### src/rtl/alu_issue_stage.sv
// Decode-and-issue stage: maps MIPS opcode/funct to the ALU operation and holds operands in an ID/EX register.
// Optional operand forwarding from EX/MEM and MEM/WB is compiled in with `define ALU_ISSUE_FWD_EN.
module alu_issue_stage #(
   parameter int ANCHO_BUS = 32
) (
   input  logic                 clk,
   input  logic                 rst_n,
   input  logic                 in_valid,
   output logic                 in_ready,
   input  logic [5:0]           opcode,
   input  logic [5:0]           funct,
   input  logic [4:0]           rs_addr,
   input  logic [4:0]           rt_addr,
   input  logic [4:0]           rd_addr,
   input  logic [ANCHO_BUS-1:0] rs_data,
   input  logic [ANCHO_BUS-1:0] rt_data,
   input  logic [15:0]          imm16,
   input  logic                 flush,
   input  logic                 exmem_wr,
   input  logic                 memwb_wr,
   input  logic [4:0]           exmem_addr,
   input  logic [4:0]           memwb_addr,
   input  logic [ANCHO_BUS-1:0] exmem_result,
   input  logic [ANCHO_BUS-1:0] memwb_result,
   output logic                 out_valid,
   input  logic                 out_ready,
   output logic [3:0]           operation,
   output logic [ANCHO_BUS-1:0] data1,
   output logic [ANCHO_BUS-1:0] data2,
   output logic                 reg_write,
   output logic [4:0]           wb_addr,
   output logic                 illegal
);

   localparam logic [3:0] OP_AND = 4'b0000;
   localparam logic [3:0] OP_OR  = 4'b0001;
   localparam logic [3:0] OP_ADD = 4'b0010;
   localparam logic [3:0] OP_SUB = 4'b0110;
   localparam logic [3:0] OP_SLT = 4'b0111;
   localparam logic [3:0] OP_XOR = 4'b1001;
   localparam logic [3:0] OP_ILL = 4'b1111;

   logic [3:0]           dec_op;
   logic                 dec_ill;
   logic                 dec_wr;
   logic                 dec_use_imm;
   logic                 dec_sext;
   logic [4:0]           dec_dst;
   logic [ANCHO_BUS-1:0] imm_ext;
   logic [ANCHO_BUS-1:0] rs_fwd;
   logic [ANCHO_BUS-1:0] rt_fwd;
   logic [ANCHO_BUS-1:0] src2;
   logic                 capture;

   always_comb begin
      dec_op      = OP_ILL;
      dec_ill     = 1'b1;
      dec_wr      = 1'b0;
      dec_use_imm = 1'b0;
      dec_sext    = 1'b1;
      dec_dst     = rt_addr;
      case (opcode)
         6'h00: begin
            dec_dst = rd_addr;
            dec_ill = 1'b0;
            dec_wr  = 1'b1;
            case (funct)
               6'h20:   dec_op = OP_ADD;
               6'h22:   dec_op = OP_SUB;
               6'h24:   dec_op = OP_AND;
               6'h25:   dec_op = OP_OR;
               6'h26:   dec_op = OP_XOR;
               6'h2A:   dec_op = OP_SLT;
               default: begin
                  dec_ill = 1'b1;
                  dec_wr  = 1'b0;
               end
            endcase
         end
         6'h08: begin dec_op = OP_ADD; dec_ill = 1'b0; dec_wr = 1'b1; dec_use_imm = 1'b1; end
         6'h0A: begin dec_op = OP_SLT; dec_ill = 1'b0; dec_wr = 1'b1; dec_use_imm = 1'b1; end
         6'h0C: begin dec_op = OP_AND; dec_ill = 1'b0; dec_wr = 1'b1; dec_use_imm = 1'b1; dec_sext = 1'b0; end
         6'h0D: begin dec_op = OP_OR;  dec_ill = 1'b0; dec_wr = 1'b1; dec_use_imm = 1'b1; dec_sext = 1'b0; end
         6'h0E: begin dec_op = OP_XOR; dec_ill = 1'b0; dec_wr = 1'b1; dec_use_imm = 1'b1; dec_sext = 1'b0; end
         6'h23: begin dec_op = OP_ADD; dec_ill = 1'b0; dec_wr = 1'b1; dec_use_imm = 1'b1; end
         6'h2B: begin dec_op = OP_ADD; dec_ill = 1'b0; dec_use_imm = 1'b1; end
         6'h04: begin dec_op = OP_SUB; dec_ill = 1'b0; end
         default: ;
      endcase
   end

   assign imm_ext = dec_sext ? {{(ANCHO_BUS-16){imm16[15]}}, imm16}
                             : {{(ANCHO_BUS-16){1'b0}}, imm16};

`ifdef ALU_ISSUE_FWD_EN
   // A nonzero address match implies the source is nonzero, so r0 is never forwarded.
   assign rs_fwd = (exmem_wr && exmem_addr != 5'd0 && exmem_addr == rs_addr) ? exmem_result :
                   (memwb_wr && memwb_addr != 5'd0 && memwb_addr == rs_addr) ? memwb_result :
                   rs_data;
   assign rt_fwd = (exmem_wr && exmem_addr != 5'd0 && exmem_addr == rt_addr) ? exmem_result :
                   (memwb_wr && memwb_addr != 5'd0 && memwb_addr == rt_addr) ? memwb_result :
                   rt_data;
`else
   logic unused_fwd;
   assign unused_fwd = ^{exmem_wr, memwb_wr, exmem_addr, memwb_addr, exmem_result, memwb_result};
   assign rs_fwd = rs_data;
   assign rt_fwd = rt_data;
`endif

   assign src2 = dec_use_imm ? imm_ext : rt_fwd;

   // Handshake: a transfer happens on any rising edge where valid and ready are both high;
   // out_valid and payload hold while out_ready is low; in_ready never depends on in_valid.
   assign in_ready = !out_valid || out_ready;
   assign capture  = in_valid && in_ready && !flush;

   always_ff @(posedge clk or negedge rst_n) begin
      if (!rst_n) begin
         out_valid <= 1'b0;
         operation <= 4'b0000;
         data1     <= '0;
         data2     <= '0;
         reg_write <= 1'b0;
         wb_addr   <= 5'd0;
         illegal   <= 1'b0;
      end else if (flush) begin
         out_valid <= 1'b0;
      end else if (capture) begin
         out_valid <= 1'b1;
         operation <= dec_op;
         data1     <= rs_fwd;
         data2     <= src2;
         reg_write <= dec_wr && (dec_dst != 5'd0);
         wb_addr   <= dec_dst;
         illegal   <= dec_ill;
      end else if (out_ready) begin
         out_valid <= 1'b0;
      end
   end

endmodule

### config.mk
export PLATFORM = sky130hd
export DESIGN_NAME = alu_issue_stage
export DESIGN_NICKNAME = d
export VERILOG_FILES = /design/src/rtl/alu_issue_stage.sv
export SDC_FILE = /design/constraint.sdc
export NUM_CORES = 1
export LEC_CHECK = 0
export CORE_AREA = 2 2 103 105
export DETAILED_ROUTE_END_ITERATION = 6
export DIE_AREA = 0 0 105 107
export DONT_BUFFER_PORTS = 1
export PLACE_DENSITY = 0.53
export SETUP_SLACK_MARGIN = 0.3
export SLEW_MARGIN = 20
export SYNTH_ARGS = -nofsm -noshare
export SYNTH_HDL_FRONTEND = slang
export SYNTH_SLANG_ARGS = --single-unit
### constraint.sdc
create_clock -name clk -period 1.3 [get_ports clk]
set_input_delay 0.195 -clock clk [delete_from_list [all_inputs] [get_ports clk]]
set_output_delay 0.195 -clock clk [all_outputs]
set_load 0.01 [all_outputs]
Yosys cells after proc, flatten, opt, wreduce, memory -nomap -nowiden
Cells that the tools add are included.
{"block": "op_classes", "bitwise": 1, "n_eq_ne": 14, "n_mux": 13, "reduce_logical": 16}
{"cell": "2-to-1 mux 32 bit", "n": 2}
{"cell": "equality test 6 bit (second input constant)", "n": 8}
{"cell": "equality test 6 x 4 -> 1 bit (second input constant)", "n": 5}
{"cell": "case mux 4 bit (7 select lines)", "n": 1}
{"cell": "case mux 4 bit (6 select lines)", "n": 1}
{"cell": "OR reduction 6 bit", "n": 2}
{"cell": "OR reduction 8 bit", "n": 1}
{"cell": "OR reduction 7 bit", "n": 1}
{"cell": "equality test 6 x 3 -> 1 bit (second input constant)", "n": 1}
{"cell": "logical NOT 6 bit", "n": 1}
{"cell": "2-to-1 mux 1 bit", "n": 6}
{"cell": "OR reduction 3 bit", "n": 2}
{"cell": "2-to-1 mux 5 bit", "n": 1}
{"cell": "nonzero test 5 bit", "n": 1}
{"cell": "case mux 1 bit (2 select lines)", "n": 2}
{"cell": "logical AND 1 bit", "n": 3}
{"cell": "nonzero test 3 bit", "n": 1}
{"cell": "logical NOT 1 bit", "n": 2}
{"cell": "AND reduction 2 bit", "n": 1}
{"cell": "logical OR 1 bit", "n": 1}
{"cell": "NOT 1 bit", "n": 1}
{"block": "word_totals", "in_bits": 188, "register_bits": 76, "wordCells": 51, "out_inout_bits": 77}

Longest topological paths before layout
{"block": "depth", "word_depth": 6, "ltp_mapped": 8, "ltp_nobuf": 5}

Worst setup path after synthesis
No wires, ideal clock.
{"block": "synth_timing", "path_type": "reg-to-reg", "startpoint": "register out_valid", "endpoint": "register operation[1]", "path_buffers": 0, "required_time_ps": 1179, "stages_incl_launch_ff": 6, "period_less_slack_ps": 1568, "setup_time_ps": 121, "slack_ps": -268, "arrival_time_ps": 1447, "cell_sequence": "dfrtp_1 nor2b_1 inv_1 nand3b_1 or4_1 o22a_1"}
{"block": "synth_between", "elab_chain_len": 5}
{"element": "start, declared", "line_no": "25", "source": "output logic out_valid,"}
{"element": "start signal, assigned", "line_no": "119", "source": "out_valid <= 1'b0;"}
{"element": "start signal, assigned", "line_no": "127", "source": "out_valid <= 1'b0;"}
{"element": "start signal, assigned", "line_no": "129", "source": "out_valid <= 1'b1;"}
{"element": "logical NOT 1 bit", "line_no": "114", "source": "assign in_ready = !out_valid || out_ready;"}
{"element": "logical OR 1 bit", "line_no": "114"}
{"element": "net in_ready", "line_no": "9", "source": "output logic in_ready,"}
{"element": "logical AND 1 bit (2 in series)", "line_no": "115", "source": "assign capture = in_valid && in_ready && !flush;"}
{"element": "AND reduction 2 bit (no line)"}
{"element": "end signal, assigned", "line_no": "130", "source": "operation <= dec_op;"}
{"element": "end, declared", "line_no": "27", "source": "output logic [3:0] operation,"}
The timed path passes the listed nets, and every way through them passes these cells.
A chain may end at the register's enable or synchronous reset.

Worst setup path after layout
{"block": "layout_timing", "startpoint": "register out_valid", "endpoint": "register data1[11]"}
{"block": "layout_between", "elab_chain_len": 5}
{"element": "logical NOT 1 bit", "line_no": "114"}
{"element": "logical OR 1 bit", "line_no": "114"}
{"element": "logical AND 1 bit (2 in series)", "line_no": "115"}
{"element": "AND reduction 2 bit (no line)"}
{"element": "end signal, assigned", "line_no": "131", "source": "data1 <= rs_fwd;"}
{"element": "end, declared", "line_no": "28", "source": "output logic [ANCHO_BUS-1:0] data1,"}
Every way passes these cells.

==> flow_summary.ini <==
[status]
status = finished, violations left
violations = hold timing, setup timing

[timing]
hold_ws_ns = -0.464
skew_ns = 0.00642
tightest_slew_ns = 0.424
fin_crit_sh_pct = 117
finalMaxSlewViolations = 0
setup_slack_ns = -0.223
tns_ns = -9.37
slew_headroom_pct = 71.0
rsz0062_at_grt = true
fmax_mhz = 657
setup_violations = 75
hold_viol_final = 76
period_needed_ns = 1.52

[clock_network]
cts_buffer_depth = 2
cts_root_buf = clkbuf_8
clock_latency_ns = 0.34
clk_pin_slew_worst_paths_ns = 0.09
htreeDepth = 3
cts_buffers = 9
cts_tree = done
cts.sinks = 76

[pwr]
finalPower_uw = 6270
ir_worst_vdd_mv = 0.484
cellPowerDensity_nw_per_um2 = 1140
power.leakage_uw = 0.00257

[floorplanning]
core_area_um2 = 10100
boundaryPins = 265
die_area_um2 = 11200
die_h_um = 107
placementRows = 37
start_util_pct = 34.8
die_w_um = 105

[cells_and_area]
fillCellCount = 869
area_delta_synth_final_pct = 56.1
nets = 651
instances_no_fill = 604
final_util_pct = 54.4
layout_common_cells = 87 x nand2_1, 71 x dfrtp_1, 51 x dlygate4sd3_1
register_area_um2 = 1910
layout_commonest_cell = nand2_1
diodes = 0
design_area_um2 = 5490
drive_gt1_share_pct = 34.6
multi_input_area_um2 = 1900

[critical_path]
reg2reg_from = out_valid$_DFFE_PN0P_
reg2reg_depth = 9
cp_max_fo = 5
cp_common_cell = buf_12
slowest_delay_ns = 0.38
worst_setup_path_end_kind = flip-flop
r2r_slack_ns = -0.22
worstPathCellList = nor2b_4 > nor3b_4 > buf_4 > buf_12 > buf_12 > buf_12 > buf_16 > nand2_1 > nand2_1
rr_endpoint = data1[11]$_DFFE_PN0P_
crit_required_ns = 1.58
slowest_stage = dfrtp_1
crit_type = reg -> reg
worstPathArrival_ns = 1.80
critPathLaunchType = flip-flop

[grt]
grt_overflow = 0
grt_pass1_vias = 3136
grt_pass1_wl_um = 16600
grt_usage_pct = 18.8
grt_max_degree = 77
antenna_found_initial = 0

[hold_path]
min_path_type = in -> async

[yosys]
yosysTopAreaCell = dfrtp_1
synth_cells = 378
ys_warn_count = 0
avgSynthCellArea_um2 = 9.30
yosysTopAreaCellShare_pct = 54.1
yosysSeqAreaShare_pct = 54.1
ys_seq_elements = 76
ys_types = 41
synthesis.nets = 566
synth_edf_count = 0
async_flop_share_pct = 100
synthFlopType = dfrtp_1
synth_area_um2 = 3520
yosys-top-cells-area = dfrtp_1 54%, nand2_1 13%, mux2i_1 6.0%

[routing]
wl_per_cell_um = 18.5
first_pass_iters = 4
vias = 3147
drc = 0
ant_nets = 0
drtIter0Drc = 194
wirelength_um = 11200
routed_via_density = 5.21

[place]
port_buffers = 0
dp_hpwl_um = 6180
placed_area_um2 = 3780
dp.cells = 507
gp_congestion = 0.855

[job]
drv_cap = 0
-- how the worst max path moves through the flow --
stage	start	to	slack, ns	depth (start not counted)
after global placement	out_valid$_DFFE_PN0P_	operation[2]$_DFFE_PN0P_	-0.18	5
final	out_valid$_DFFE_PN0P_	data1[11]$_DFFE_PN0P_	-0.22	9
after CTS	out_valid$_DFFE_PN0P_	operation[1]$_DFFE_PN0P_	-0.19	5
after global routing	out_valid$_DFFE_PN0P_	data1[11]$_DFFE_PN0P_	-0.29	9
after floorplan	out_valid$_DFFE_PN0P_	operation[1]$_DFFE_PN0P_	-0.19	5
after detailed placement	out_valid$_DFFE_PN0P_	wb_addr[1]$_DFFE_PN0P_	-0.21	6
-- registers in the layout (all words and copies together) (netlist names) --
signal / count
wb_addr: 5
out_valid: 1
data1: 32
data2: 32
reg_write: 1
illegal: 1
operation: 4
-- logic make-up (layout without fill, tap and decap cells) --
group,count (synthesis),after routing,synth area share (%)
compound gates,47,48,8.54
buf+inv,28,117,4.38
flops,76,76,54.1
fa+ha+maj,1,1,0.285
simple gates,205,205,26.8
mux,21,21,5.98
-- power breakdown --
| group | switching, µW | internal [µW] | total, µW |
|---|---|---|---|
| combinational | 522 | 651 | 1170 |
| sequential | 474 | 2720 | 3190 |
| clock | 979 | 921 | 1900 |
-- critical path, delay by kind of cell, from the launching register on --
| kind | cells | cell delay (ns) |
|---|---|---|
| buffers and inverters | 5 | 0.62 |
| AND/OR/NAND/NOR | 4 | 0.46 |
| flip-flops | 1 | 0.38 |
-- timing repair --
action / 4_1_cts / 5_1_grt
cloned: 10 / 5
endpoints found under the hold margin: 120 / 82
gates resized for setup: 73 / 64
endpoints found under the setup margin: 93 / 148
buffers inserted: 11 / 4
pin swaps: 18 / 29
hold buffers: 45 / 6
-- stage by stage --
step	hold slack, ns	worst slack (ns)
2_1_floorplan	-0.101	-0.192
3_5_place_dp	-0.0987	-0.206
5_1_grt	-0.503	-0.289
3_3_place_gp	-0.0991	-0.176
6_report	-0.464	-0.223
4_1_cts	-0.491	-0.188
-- synth_stat cells, types with 3 or more instances --
master,count
nor3_1,7
buf_1,10
o22a_1,3
inv_1,4
nand3_1,23
nor2b_1,3
mux2i_1,21
nand2_1,121
buf_6,5
clkbuf_1,4
nand2b_1,6
buf_2,3
nand3_2,10
a21oi_1,22
dfrtp_1,76
o21ai_0,8
nor2_1,24
-- layout make-up --
| type | count | share of cell area (%) |
|---|---|---|
| sequential | 76 | 34.7 |
| timing repair buffer | 97 | 23.6 |
| tap | 136 | 3.10 |
| clock buffer | 9 | 2.26 |
| multi-input combinational | 275 | 34.5 |
| clock inverter | 7 | 1.50 |
| inverter | 4 | 0.273 |
-- routing by layer --
layer	global-route usage, %	vias up	wire length (µm)	share of wire, %
li1	-	1459	-	-
met1	24.0	1532	4460	40
met2	30.7	141	5710	51
met3	5.47	15	849	7.6
met4	5.81	0	148	1.3
met5	0	-	0	0
No activity file was read; power rests on OpenSTA's default activity.
